$ cat src/rtl/ifu_pkg.sv
// Shared constants, widths and state encodings for the instruction fetch unit.
package ifu_pkg;

  localparam int unsigned PC_W   = 64;
  localparam int unsigned INST_W = 32;

  localparam logic [PC_W-1:0] RESET_PC_DEFAULT = 64'h8000_0000;

  typedef enum logic [1:0] {
    S_REQ    = 2'd0,
    S_WAIT   = 2'd1,
    S_HOLD   = 2'd2,
    S_HALTED = 2'd3
  } ifu_state_e;

  function automatic logic [PC_W-1:0] align_pc(input logic [PC_W-1:0] addr);
    return {addr[PC_W-1:2], 2'b00};
  endfunction

endpackage

$ cat src/rtl/ifu_pc_reg.sv
// Program counter register: reset vector, redirect target (word aligned) or sequential +4.
module pc_reg
  import ifu_pkg::*;
#(
  parameter logic [PC_W-1:0] RESET_PC = RESET_PC_DEFAULT
) (
  input  logic            clk,
  input  logic            rst,
  input  logic            redirect_en_i,
  input  logic [PC_W-1:0] redirect_pc_i,
  input  logic            advance_i,
  output logic [PC_W-1:0] pc_o
);

  logic [PC_W-1:0] pc_q;
  logic [PC_W-1:0] pc_d;

  // Redirect wins over the sequential step when both occur in one cycle.
  always_comb begin
    pc_d = pc_q;
    if (redirect_en_i) begin
      pc_d = align_pc(redirect_pc_i);
    end else if (advance_i) begin
      pc_d = pc_q + PC_W'(4);
    end
  end

  always_ff @(posedge clk) begin
    if (rst) begin
      pc_q <= RESET_PC;
    end else begin
      pc_q <= pc_d;
    end
  end

  assign pc_o = pc_q;

endmodule

$ cat src/rtl/ifu.sv
// Instruction fetch unit: one outstanding imem request, single-entry instruction buffer,
// redirect/halt handling with a drop flag for responses that must be discarded.
//
// state    | meaning
// S_REQ    | presenting fetch request for pc
// S_WAIT   | request accepted, awaiting response
// S_HOLD   | instruction buffered, offered to decoder
// S_HALTED | fetch stopped until reset
module ifu
  import ifu_pkg::*;
#(
  parameter logic [PC_W-1:0] RESET_PC = RESET_PC_DEFAULT
) (
  input  logic              clk,
  input  logic              rst,
  output logic              imem_req_valid,
  input  logic              imem_req_ready,
  output logic [PC_W-1:0]   imem_req_addr,
  input  logic              imem_rsp_valid,
  input  logic [INST_W-1:0] imem_rsp_data,
  output logic              inst_valid,
  input  logic              inst_ready,
  output logic [INST_W-1:0] inst,
  output logic [PC_W-1:0]   inst_pc,
  input  logic              redirect_valid,
  input  logic [PC_W-1:0]   redirect_pc,
  input  logic              halt,
  output logic              halted
);

  ifu_state_e        state_q;
  logic              drop_q;
  logic              halt_pend_q;
  logic [INST_W-1:0] inst_q;
  logic [PC_W-1:0]   inst_pc_q;
  logic [PC_W-1:0]   pc;
  logic              redirect_en;
  logic              advance;

  assign redirect_en = redirect_valid && (state_q != S_HALTED);
  assign advance     = (state_q == S_HOLD) && inst_ready && !halt;

  pc_reg #(
    .RESET_PC(RESET_PC)
  ) u_pc_reg (
    .clk          (clk),
    .rst          (rst),
    .redirect_en_i(redirect_en),
    .redirect_pc_i(redirect_pc),
    .advance_i    (advance),
    .pc_o         (pc)
  );

  always_ff @(posedge clk) begin
    if (rst) begin
      state_q     <= S_REQ;
      // A request still in flight across reset must have its response discarded.
      drop_q      <= (drop_q || (state_q == S_WAIT)) && !imem_rsp_valid;
      halt_pend_q <= 1'b0;
      inst_q      <= '0;
      inst_pc_q   <= '0;
    end else begin
      case (state_q)
        S_REQ: begin
          if (drop_q && imem_rsp_valid) begin
            drop_q <= 1'b0;
          end
          if (halt) begin
            state_q <= S_HALTED;
          end else if (imem_req_ready) begin
            state_q <= S_WAIT;
            if (redirect_valid) begin
              drop_q <= 1'b1;
            end
          end
        end
        S_WAIT: begin
          if (imem_rsp_valid) begin
            drop_q <= 1'b0;
            if (halt_pend_q || halt) begin
              halt_pend_q <= 1'b0;
              state_q     <= S_HALTED;
            end else if (drop_q || redirect_valid) begin
              state_q <= S_REQ;
            end else begin
              inst_q    <= imem_rsp_data;
              inst_pc_q <= pc;
              state_q   <= S_HOLD;
            end
          end else if (redirect_valid || halt) begin
            drop_q <= 1'b1;
            if (halt) begin
              halt_pend_q <= 1'b1;
            end
          end
        end
        S_HOLD: begin
          if (halt) begin
            state_q <= S_HALTED;
          end else if (inst_ready || redirect_valid) begin
            state_q <= S_REQ;
          end
        end
        S_HALTED: begin
          state_q <= S_HALTED;
        end
        default: begin
          state_q <= S_REQ;
        end
      endcase
    end
  end

  assign imem_req_valid = (state_q == S_REQ) && !halt && !rst;
  assign imem_req_addr  = pc;
  assign inst_valid     = (state_q == S_HOLD) && !rst;
  assign inst           = inst_q;
  assign inst_pc        = inst_pc_q;
  assign halted         = (state_q == S_HALTED) && !rst;

endmodule

$ cat config.mk
export PLATFORM = sky130hd
export DESIGN_NAME = ifu
export DESIGN_NICKNAME = d
export VERILOG_FILES = /design/src/rtl/ifu_pkg.sv /design/src/rtl/ifu_pc_reg.sv /design/src/rtl/ifu.sv
export SDC_FILE = /design/constraint.sdc
export NUM_CORES = 1
export LEC_CHECK = 0
export BUFFER_PORTS_ARGS = -buffer_cell sky130_fd_sc_hd__buf_2
export CAP_MARGIN = 40
export CELL_PAD_IN_SITES_DETAIL_PLACEMENT = 2
export CELL_PAD_IN_SITES_GLOBAL_PLACEMENT = 2
export CORE_MARGIN = 5
export CORE_UTILIZATION = 29
export DETAILED_ROUTE_END_ITERATION = 12
export PLACE_DENSITY_LB_ADDON = 0.05
export SYNTH_ARGS = -nofsm -noshare
export SYNTH_HDL_FRONTEND = slang
export SYNTH_SLANG_ARGS = --single-unit
$ cat constraint.sdc
create_clock -name clk -period 7.5 [get_ports clk]
set_input_delay 0.375 -clock clk [delete_from_list [all_inputs] [get_ports clk]]
set_output_delay 0.375 -clock clk [all_outputs]
set_load 0.02 [all_outputs]
==> results_dict.tcl <==
set metrics [dict create \
    stdcell_count 1531 \
    cp-end-kind "flop" \
    fin_area_mm2 0.00957 \
    wl_met3_um 1610 \
    setup-violations-final 0 \
    worstRegToRegCells 5 \
    min_period_ns 3.23 \
    dp_cells 1498 \
    path_clk_slew_ns 0.08 \
    p_sw_share_pct 30.8 \
    cp_cell_sequence "nand4bb_1 > nor3_2 > nand4_1 > or4_1 > a311oi_1" \
    cts_resized 0 \
    hold_depth 2 \
    wl_per_cell_um 21.9 \
    synthCells 979 \
    drc_errors 0 \
    seq_power_share_pct 46.7 \
    rsz0062_at_grt "no" \
    hold_buffers 0 \
    total_power_mw 2.03 \
    final-hold-violation-count 0 \
    synthArstFlopShare_pct 0 \
    p_leak_nw 3.63 \
    synth_area_mm2 0.00747 \
    met1_length_um 15600 \
    die_w_um 170 \
    drive_above_1_share_pct 25.7 \
    synth_edf_count 1 \
    arrival_ns 3.57 \
    crit_path_start_kind "flop" \
    grt_usage_pct 22.6 \
    die_y_um 170 \
    seqCellArea_mm2 0.00321 \
    drt-initial-drc-count 421 \
    postCtsSetupBuffers 0 \
    fmax_mhz 309 \
    vias_per_cell 5.43 \
    num_vias 8314 \
    path_buf_inv 0 \
    crit_required_ns 7.83 \
    r2r-end "u_pc_reg.pc_o[51]" \
    drt_pass1_iterations 7 \
    fillers 3027 \
    hold_end "inst_pc[5]" \
    die_area_mm2 0.0291 \
    critical_path_class "reg -> reg" \
    synthTopCellsByArea "dfxtp_1 43%, nand2_1 12%, a21oi_1 7.0%, clkbuf_1 3.3%, or4_1 3.1%" \
    clkPwrFrac_pct 42.6 \
    cts_buffers 17 \
    dp_slack_ns 4.28 \
    ios 266 \
    r2r_setup_slack_ns 4.27 \
    area_growth_syn_to_layout_pct 28.1 \
    cp_num_cells 5 \
    insertion_delay_ns 0.43 \
    mostFrequentLayoutCell "buf_2" \
    nets 1291 \
    min_path_type "in -> reg" \
    min_period_over_period_pct 43.1 \
    max_stage_delay_ns 0.72 \
    tritoncts "built" \
    layout_setup_ws_ns 4.27 \
    core_area_mm2 0.0253 \
    h-tree-depth 4 \
    synth_ff_type "dfxtp_1" \
    yosysWarningCount 0 \
    wl_um 33600 \
    intPower_mw 1.41 \
    grt_pass1_vias 8765 \
    peakVddDrop_mv 0.103 \
    grt_max_degree 72 \
    ant_nets 0 \
    postSynthAreaPerCell_um2 7.63 \
    synth_top_cell_by_area "dfxtp_1" \
    switching_power_mw 0.626 \
    critPathSlowestCell "or4_1" \
    worstPathMaxFanout 14 \
    grt_pass1_wl_um 51900 \
    holdWs_ns 0.178 \
    worstReg2RegStart "state_q[1]" \
    wl_met2_um 16200 \
    final_cell_mix "258 x buf_2, 246 x nand2_1, 159 x dfxtp_1" \
    io_buffer_count 259 \
    clock_path_buffers 2 \
    gp_congestion 0.794 \
    setup_tns_ns 0 \
    place_hpwl_um 24300 \
    finClkSkew_ns 0.0158 \
    yosysSeqAreaShare_pct 43.0 \
    synth-seq-cells 160 \
    min_from "rst" \
    multi_input_area_mm2 0.00395 \
    utilization_pct 37.9 \
    max-cap-violations 0 \
    p_per_area_mw_per_mm2 213 \
    synth.top_cell.area_share_pct 42.6 \
    top_layer "met5" \
    clock-sinks 160 \
    maxSlewHeadroom_pct 44.9 \
    maxSlewViolCount 0 \
    initial_core_util_pct 29.6 \
    clockRootBuffer "clkbuf_16" \
    synth_cell_type_count 59 \
    status "complete, no violations" \
    place_area_mm2 0.00900 \
    power_frac_comb_pct 10.6 \
    antenna_found_initial 2 \
    overflow 0 \
    crit_family "simple AND/OR/NAND/NOR gates" \
    tightest_slew_ns 0.818 \
    rows 58 \
]
-- cell usage after synthesis, types with 15 or more instances --
library cell,n
nor3_1,18
and3_1,15
a21oi_1,104
nand3_1,40
clkbuf_1,65
nand4_1,33
a211oi_1,15
nand2_1,246
dfxtp_1,159
or4_1,31
or3_1,16
nor4_1,19
o211ai_1,15
a311oi_1,18
nor2_1,53
a31oi_1,21
-- per-layer routing --
| layer | up-vias | global-route usage, % |
|---|---|---|
| met3 | 16 | 4.34 |
| li1 | 3949 | - |
| met2 | 211 | 38.1 |
| met4 | 4 | 3.99 |
| met1 | 4134 | 30.5 |
| met5 | - | 0 |
-- kinds of logic after synthesis --
logic type	count (synthesis)	synth area share [%]
AOI/OAI and AO/OA	215	17.9
DFF	160	43.0
other	1	0.0502
buffers and inverters	83	4.54
and+or+nand+nor	506	32.8
adders and majority gates	1	0.168
xor gates and xnor gates	13	1.52
-- cell type report --
cell class / count / share of cell area, %
multi-input cells: 739 / 41.3
flip-flops and latches: 160 / 33.6
repair buffers: 266 / 14.8
clock buffers: 19 / 4.63
well taps: 330 / 4.32
clock inverters: 13 / 1.29
inverters: 3 / 0.118
diodes: 1 / 0.0262
-- worst max path at each step --
stage                                  from           endpoint  slack [ns]
after floorplan           u_pc_reg.pc_o[16]  u_pc_reg.pc_o[40]        4.95
after global placement                 halt  u_pc_reg.pc_o[55]        4.36
after detailed placement         state_q[1]  u_pc_reg.pc_o[51]        4.28
after CTS                        state_q[1]  u_pc_reg.pc_o[51]        4.27
after global routing             state_q[1]  u_pc_reg.pc_o[55]        4.02
final                            state_q[1]  u_pc_reg.pc_o[51]        4.27
-- worst register-to-register path: cells and delay by family (launching register included) --
| kind | cells | cell delay, ns |
|---|---|---|
| simple gates | 4 | 2.26 |
| compound gates | 1 | 0.29 |
| flops | 1 | 0.61 |
-- sequential cells by signal, indices dropped and copies added, names as in the netlist --
signal / flops
state_q: 2
u_pc_reg.pc_o: 62
halt_pend_q: 1
inst: 32
inst_pc: 62
drop_q: 1
-- power by group through the flow --
stage / sequential, mW / clock [mW] / combinational, mW
after floorplan: 0.970 / 0 / 0.101
after global placement: 0.969 / 0 / 0.211
after detailed placement: 0.970 / 0 / 0.219
after CTS: 0.951 / 0.892 / 0.220
after global routing: 0.958 / 0.925 / 0.237
final: 0.951 / 0.868 / 0.216
No activity file was read; power rests on OpenSTA's default activity.
